==> src/rtl/iob_fp_add_arbiter.sv <==
// iob_fp_add_arbiter: round-robin share of one pipelined FP adder among N_REQ requesters, results steered back by tag
// Ports: clk_i/arst_n_i clock and async active-low reset; en_i enables new grants;
//        req_valid_i/req_ready_o/req_op_a_i/req_op_b_i per-requester op handshake (operands packed k*DATA_W);
//        res_valid_o/res_data_o one-hot result pulse to the originator;
//        add_start_o/add_op_a_o/add_op_b_o/add_done_i/add_res_i adder interface;
//        busy_o op issued or in flight; err_o sticky done/tag mismatch.
module iob_fp_add_arbiter #(
    parameter int DATA_W  = 32,
    parameter int N_REQ   = 4,
    parameter int LATENCY = 5
) (
    input  logic                    clk_i,
    input  logic                    arst_n_i,
    input  logic                    en_i,
    input  logic [N_REQ-1:0]        req_valid_i,
    output logic [N_REQ-1:0]        req_ready_o,
    input  logic [N_REQ*DATA_W-1:0] req_op_a_i,
    input  logic [N_REQ*DATA_W-1:0] req_op_b_i,
    output logic [N_REQ-1:0]        res_valid_o,
    output logic [DATA_W-1:0]       res_data_o,
    output logic                    add_start_o,
    output logic [DATA_W-1:0]       add_op_a_o,
    output logic [DATA_W-1:0]       add_op_b_o,
    input  logic                    add_done_i,
    input  logic [DATA_W-1:0]       add_res_i,
    output logic                    busy_o,
    output logic                    err_o
);
    localparam int TAG_W = $clog2(N_REQ);
    logic [TAG_W-1:0]   ptr, gnt, iss_id;
    logic               found, xfer;
    logic [LATENCY-1:0] tag_v;
    logic [TAG_W-1:0]   tag_id [LATENCY];
    // descending scan so the requester closest after ptr is the last writer and wins
    always_comb begin
        gnt   = '0;
        found = 1'b0;
        for (int i = N_REQ; i >= 1; i--) begin
            if (req_valid_i[(int'(ptr) + i) % N_REQ]) begin
                gnt   = TAG_W'((int'(ptr) + i) % N_REQ);
                found = 1'b1;
            end
        end
    end
    assign req_ready_o = (arst_n_i && en_i && found) ? (N_REQ'(1) << gnt) : '0;
    assign xfer        = |(req_valid_i & req_ready_o);
    assign res_valid_o = (add_done_i && tag_v[LATENCY-1]) ? (N_REQ'(1) << tag_id[LATENCY-1]) : '0;
    assign res_data_o  = |res_valid_o ? add_res_i : '0;
    assign busy_o      = add_start_o | (|tag_v);
    // tag[0] loads from the issue stage, so entry LATENCY-1 lines up with the adder's done
    always_ff @(posedge clk_i or negedge arst_n_i) begin
        if (!arst_n_i) begin
            ptr         <= TAG_W'(N_REQ - 1);
            iss_id      <= '0;
            add_start_o <= 1'b0;
            add_op_a_o  <= '0;
            add_op_b_o  <= '0;
            tag_v       <= '0;
            for (int i = 0; i < LATENCY; i++) tag_id[i] <= '0;
            err_o       <= 1'b0;
        end else begin
            add_start_o <= xfer;
            if (xfer) begin
                ptr        <= gnt;
                iss_id     <= gnt;
                add_op_a_o <= req_op_a_i[gnt*DATA_W +: DATA_W];
                add_op_b_o <= req_op_b_i[gnt*DATA_W +: DATA_W];
            end
            tag_v[0]  <= add_start_o;
            tag_id[0] <= iss_id;
            for (int i = 1; i < LATENCY; i++) begin
                tag_v[i]  <= tag_v[i-1];
                tag_id[i] <= tag_id[i-1];
            end
            if (add_done_i != tag_v[LATENCY-1]) err_o <= 1'b1;
        end
    end
endmodule

==> config.mk <==
export PLATFORM = sky130hd
export DESIGN_NAME = iob_fp_add_arbiter
export DESIGN_NICKNAME = d
export VERILOG_FILES = /design/src/rtl/iob_fp_add_arbiter.sv
export SDC_FILE = /design/constraint.sdc
export NUM_CORES = 1
export LEC_CHECK = 0
export BUFFER_PORTS_ARGS = -buffer_cell sky130_fd_sc_hd__buf_2
export CORE_AREA = 4 4 153 155
export CTS_BUF_LIST = sky130_fd_sc_hd__clkbuf_16
export CTS_CLUSTER_DIAMETER = 80
export DETAILED_ROUTE_END_ITERATION = 6
export DIE_AREA = 0 0 157 159
export GPL_ROUTABILITY_DRIVEN = 1
export PLACE_DENSITY = 0.64
export SLEW_MARGIN = 20
export SYNTH_ARGS = -nofsm -noshare
export SYNTH_HDL_FRONTEND = slang
export SYNTH_SLANG_ARGS = --single-unit
export TNS_END_PERCENT = 100
==> constraint.sdc <==
create_clock -name clk_i -period 5.3 [get_ports clk_i]
set_clock_uncertainty 0.15 [all_clocks]
set_input_delay 1.59 -clock clk_i [delete_from_list [all_inputs] [get_ports clk_i]]
set_output_delay 1.59 -clock clk_i [all_outputs]
set_load 0.01 [all_outputs]
# After elaboration in Yosys (flattened, before gate mapping)

Cells that the tools add are included.

$lt $le $gt $ge: 4
Add/sub/neg operators: 4
Bitwise logic cells: 6
Reductions and logical operators: 10
Equality and inequality tests: 1
Shifts and indexed selects: 4
Mux-type cells: 23

Operators with widths:

| kind                  | count |
|---|---|
| $shiftx A128 B8 Y32   | 2 |
| $mux W32              | 1 |
| $lt A3 B4 Y1 const B  | 4 |
| $mux W1               | 12 |
| $bmux W1 S2           | 4 |
| $mux W2               | 4 |
| $mux W4               | 2 |
| $reduce_or A2 Y1      | 4 |
| $reduce_or A4 Y1      | 2 |
| $shl A1 B2 Y4 const A | 2 |
| $reduce_or A5 Y1      | 1 |
| $add A2 B1 Y2 const B | 2 |
| $add A2 B2 Y2 const B | 2 |
| $and A1 B1 Y1 const A | 4 |
| $and A4 B4 Y4         | 1 |
| $logic_and A1 B1 Y1   | 3 |
| $ne A1 B1 Y1          | 1 |
| $or A1 B1 Y1          | 1 |

Input bits: 296
Output and inout bits: 107
Logic and storage cells: 64
Flip-flop bits (word level): 85

# Depth between registers and ports, before layout

Word-level depth: 14
Gate-level depth with buffers: 8
Gate-level depth less buffers: 5

# Worst setup path before layout

No wires, ideal clock.

Kind: input port to output port
Start: input port req_valid_i[2]
End: output port req_ready_o[0]
Data required time: 3.560 ns
Path buffers: 1
Arrival time: 2.585 ns
Cell stages on the path: 6
Setup slack: 0.975 ns
Cells stage by stage: or2_1 o311ai_4 inv_2 nand2_1 buf_2 nor2_1

Longest elaborated chain between the ends: 9
Elaborated cells on any way between the ends: 23
Those cells by class: shift: 1; mux: 21; reduce/logical: 1

Ends and longest elaborated chain:

| element                                              | RTL line | RTL |
|---|---|---|
| from (decl)                                          | 15       | `input logic [N_REQ-1:0] req_valid_i,` |
| $bmux W1 S2                                          | 39       | `if (req_valid_i[(int'(ptr) + i) % N_REQ]) begin` |
| $mux W1 (not written as such) (2 in a row)           | 39       |  |
| $mux W2 or $mux W1 (tied branches) (4 in a row)      | 39       |  |
| $shl A1 B2 Y4 or $logic_and A1 B1 Y1 (tied branches) | 45       | `assign req_ready_o = (arst_n_i && en_i && found) ? (N_REQ'(1) << gnt) : '0;` |
| $mux W4 (*)                                          | 45       |  |
| to (decl)                                            | 16       | `output logic [N_REQ-1:0] req_ready_o,` |

Mark *: on every way between the ends. The rest lies on a longest branch, timed or not. The select of a mux whose other input is x is not followed.

# Worst setup path in the final report

Start: input port add_done_i
End: output port res_valid_o[0]

Longest elaborated chain between the ends: 2

Ends and longest elaborated chain:

| element             | RTL line | RTL |
|---|---|---|
| from (decl)         | 24       | `input logic add_done_i,` |
| $logic_and A1 B1 Y1 | 47       | `assign res_valid_o = (add_done_i && tag_v[LATENCY-1]) ? (N_REQ'(1) << tag_id[LATENCY-1]) : '0;` |
| $mux W4             | 47       |  |
| to (decl)           | 19       | `output logic [N_REQ-1:0] res_valid_o,` |

No other way between the ends.

==> results.md <==
Global route:
- The via count of the first global-routing pass is about 5200.
- The total routing usage reported by global routing is between 10% and 20%.
- The leftover overflow at the end of global routing is 0.
- The initial antenna violation count is 0.
- The largest net degree at the start of global routing is 69.
- The wire length of the first global-routing pass is between 20 and 30 mm.

Yosys:
- Synthesis inferred 85 register bits.
- The cell count after synthesis came out at about 450.
- The portion of the post-synthesis area used by sequential elements is about two fifths.
- In the post-synthesis netlist, the cell with the most instances is sky130_fd_sc_hd__mux2i_1.
- Of all cell types, the one taking the most synthesized area is sky130_fd_sc_hd__dfrtp_1.
- Sorting the synthesized cells by area gives the leading types as sky130_fd_sc_hd__dfrtp_1 (39%), sky130_fd_sc_hd__mux2i_1 (24%), sky130_fd_sc_hd__o221ai_2 (15%).
- The synthesized net count is 748.
- Summing every instance area after synthesis gives about 5400 µm².
- The number of distinct library cells after synthesis is 33.
- Ranked by instance count, the synthesized netlist is headed by sky130_fd_sc_hd__mux2i_1 (129), sky130_fd_sc_hd__dfrtp_1 (83), sky130_fd_sc_hd__nand2_1 (71).
- Of all flip-flops after synthesis, the portion carrying an async set or reset was 100%.
- The mean area per synthesized cell is 11.9 µm².
- The number of enable-type register cells in the synthesized netlist is 0.
- The area share of the leading cell type in the synthesized netlist is approximately 39%.
- The most used flip-flop cell after synthesis is sky130_fd_sc_hd__dfrtp_1.
- The total of warnings raised by yosys is 0.

CTS:
- In this run, CTS created clock tree buffers numbering 9.
- The count of H-tree levels built during CTS is 3.
- The post-CTS setup-driven buffer insertion count is 0.
- The CTS tree is yes.
- In this run, post-CTS hold repair placed 0 buffers.
- The clock latency of the later-clocked register in the worst-skew pair is 340 ps.
- After clock tree synthesis, the clock-pin slew on the worst setup and hold paths is about 70 ps.
- The tree built by TritonCTS fans out to 85 sinks.
- The maximum root-to-sink buffer count is 2.
- The clock tree root buffer cell is sky130_fd_sc_hd__clkbuf_16.
- After clock tree synthesis, the repair step resized 0 gates.

Timing:
- Setup repair after global routing left no endpoint under its margin.
- Derived from the worst setup path, the maximum achievable clock frequency is 221 MHz.
- The number of setup violations in the final report is 0.
- The worst-case headroom to the max-slew limit is between 30% and 40%.
- For the pin with the worst max-slew slack, the measured transition is slightly above 900 ps.
- The clock period could shrink to around 4500 ps.
- The share of the clock period used by the worst path after layout is approximately 85%.
- The number of hold-slack violations in the final timing report is 0.
- The final sum of negative setup slack is 0 ps.
- The number of pins exceeding their max-slew limit in the final report is 0.

Placement:
- The count of input and output buffers is approximately 400.
- The final HPWL from detailed placement is roughly 14 mm.
- The placer's final routability congestion estimate is roughly 0.79.
- After detailed placement, the design holds a cell count of 1104.

Setup path:
- The largest stage delay on the critical path is a little under 700 ps.
- The worst-path maximum fanout is 36.
- The slowest stage cell on the critical path is sky130_fd_sc_hd__ha_1.
- The most repeated library cell on the critical path is sky130_fd_sc_hd__buf_2.
- The critical path starts at add_done_i.
- Grouping stages by cell kind, the critical path spends the most delay in adder cells.
- The worst register-to-register path begins at ptr[1]$_DFFE_PN1P_.
- The endpoint class of the critical path is an output port.
- The critical path data required time is between 3000 and 4000 ps.
- The kind of launch point of the worst setup path is an input pin.
- The critical path arrival is 2780 ps.
- The critical path buffer and inverter count is 2.
- Traced cell by cell, the critical path runs through buf_2, ha_1, nor3b_1, buf_2.
- The path type of the worst setup path is input pin to output port.

Pwr:
- The leakage dissipation is 4.20 nW.
- In this run the power density over the cells is roughly 330 nW/µm².
- Across the VDD grid, the largest voltage drop is approximately 0.15 mV.

Detailed routing:
- Wires add up to between 15 and 20 mm.
- The DRC marker count from the first detailed-route iteration is about 160.
- The pre-antenna-repair detailed-routing pass consisted of 4 iterations.
- The antenna violation net count after detailed routing is 0.
- The via count is between 5000 and 6000.
- The via density per instance is ~4.5.
- The DRC violations left is 0.
- After detailed routing, the average wire length per cell comes to 16.1 µm.

Cells and area:
- The synthesis-to-finish area growth is 43.9%.
- Cells with a size suffix above 1 make up just under 60% of the layout.
- The final layout contains between 1000 and 1500 nets.
- 0 antenna diodes ended up in the layout.
- The count of placed standard cells in the final layout, fillers left out is 1120.

Floorplanning:
- The floorplan step defined a core boundary enclosing approximately 22000 µm².
- Pin placement for this block handled between 400 and 500 I/O pins.
- The die extent in x is approximately 160 µm.
- The number of rows in the core area is 54.
- The floorplan step defined a die boundary enclosing 25000 µm².
- Once the floorplan was initialized, standard cells occupied between 20% and 30% of the core.
- The vertical die dimension is 159 µm.

Worst hold path:
- The beginning of the worst hold path is tag_id[5]$_DFF_PN0_.
- The class of the tightest hold or removal check is flip-flop to flip-flop.

Run status:
- The flow ran to the end, and the final reports show no timing, DRC or antenna violations.

Job:
- The max-capacitance violation count is 0.
through the flow:
step / cell area [µm²] / util [%] / hold WS (ps) / setup slack, ps / power [mW]
6_report: 7750 / 35.5 / 188 / 777 / 2.54
5_1_grt: 7750 / 35.5 / 211 / 585 / 2.72
4_1_cts: 7750 / 35.5 / 194 / 774 / 2.59
3_5_place_dp: 7450 / 34.1 / 185 / 788 / 1.92
3_3_place_gp: 7450 / 34.1 / 182 / 866 / 1.90
2_1_floorplan: 5390 / - / 181 / 975 / 1.58
layout make-up:
type,count,area [µm²]
clock buffers,9,225
inverters,2,7.51
repair buffers,412,2090
flip-flops and latches,85,2130
well taps,280,350
multi-input cells,325,2870
clock inverters,7,77.6
fillers,2202,14100
where the power goes:
part           internal, mW  leakage, nW  switching [mW]
combinational         0.457         3.01           0.516
sequential            0.818         1.04          0.0944
clock                 0.372        0.147           0.281
flip-flops by register name, indices dropped and copies added, names as in the netlist:
name         count
tag_id          10
err_o            1
add_op_a_o      32
add_op_b_o      32
tag_v            5
add_start_o      1
iss_id           2
ptr              2
logic make-up (layout without fill, tap and decap cells):
logic type | after synthesis | after routing | share of synthesized area [%]
DFF | 85 | 85 | 39.5
adders and majority gates | 1 | 1 | 0.232
AOI/OAI and AO/OA | 72 | 72 | 18.0
and+or+nand+nor | 123 | 123 | 10.7
muxes | 129 | 129 | 24.0
buffers and inverters | 41 | 430 | 7.55
metal layers:
metal	GRT usage [%]	up-vias	routed length, µm
li1	-	2445	-
met1	14.3	2326	6450
met2	26.8	227	9770
met3	3.26	15	1500
met4	3.35	0	262
met5	0	-	0
worst paths after layout:
| kind | endpoint | slack (ps) | cells after the start |
|---|---|---|---|
| worst max-delay path | res_valid_o[0] | 780 | 4 |
| worst min-delay path | tag_id[3]$_DFF_PN0_ | 190 | 0 |
| worst max register to register | add_op_b_o[9]$_DFFE_PN0P_ | 2210 | 7 |
| worst min register to register | tag_id[3]$_DFF_PN0_ | 190 | 0 |
| max in group asynchronous | add_op_b_o[17]$_DFFE_PN0P_ | 2790 | 3 |
| min in group asynchronous | add_op_b_o[18]$_DFFE_PN0P_ | 1200 | 2 |
cells in the final DEF, fill, tap and decap left out:
cell	Yosys	routed
sky130_fd_sc_hd__a21boi_1	1	1
sky130_fd_sc_hd__a21oi_1	2	2
sky130_fd_sc_hd__a21oi_2	1	1
sky130_fd_sc_hd__a31oi_1	1	1
sky130_fd_sc_hd__and2_1	32	32
sky130_fd_sc_hd__and3_1	3	3
sky130_fd_sc_hd__and3b_1	1	1
sky130_fd_sc_hd__buf_2	8	401
sky130_fd_sc_hd__buf_4	6	11
sky130_fd_sc_hd__bufinv_16	0	1
sky130_fd_sc_hd__clkbuf_16	0	9
sky130_fd_sc_hd__clkinv_2	0	1
sky130_fd_sc_hd__clkinvlp_4	0	1
sky130_fd_sc_hd__dfrtp_1	83	83
sky130_fd_sc_hd__dfstp_2	2	2
sky130_fd_sc_hd__ha_1	1	1
sky130_fd_sc_hd__inv_1	1	1
sky130_fd_sc_hd__inv_2	1	1
sky130_fd_sc_hd__inv_6	0	4
sky130_fd_sc_hd__mux2i_1	129	129
sky130_fd_sc_hd__nand2_1	71	70
sky130_fd_sc_hd__nand2_4	0	2
sky130_fd_sc_hd__nand2b_1	3	3
sky130_fd_sc_hd__nor2_1	7	7
sky130_fd_sc_hd__nor2b_1	1	1
sky130_fd_sc_hd__nor3b_1	1	1
sky130_fd_sc_hd__nor4_1	1	1
sky130_fd_sc_hd__o221ai_1	12	12
sky130_fd_sc_hd__o221ai_2	53	52
sky130_fd_sc_hd__o221ai_4	0	1
sky130_fd_sc_hd__o2bb2ai_1	1	1
sky130_fd_sc_hd__o311ai_4	1	1
sky130_fd_sc_hd__or2_1	1	1
sky130_fd_sc_hd__or2_2	1	1
(Power assumes the default switching activity.)
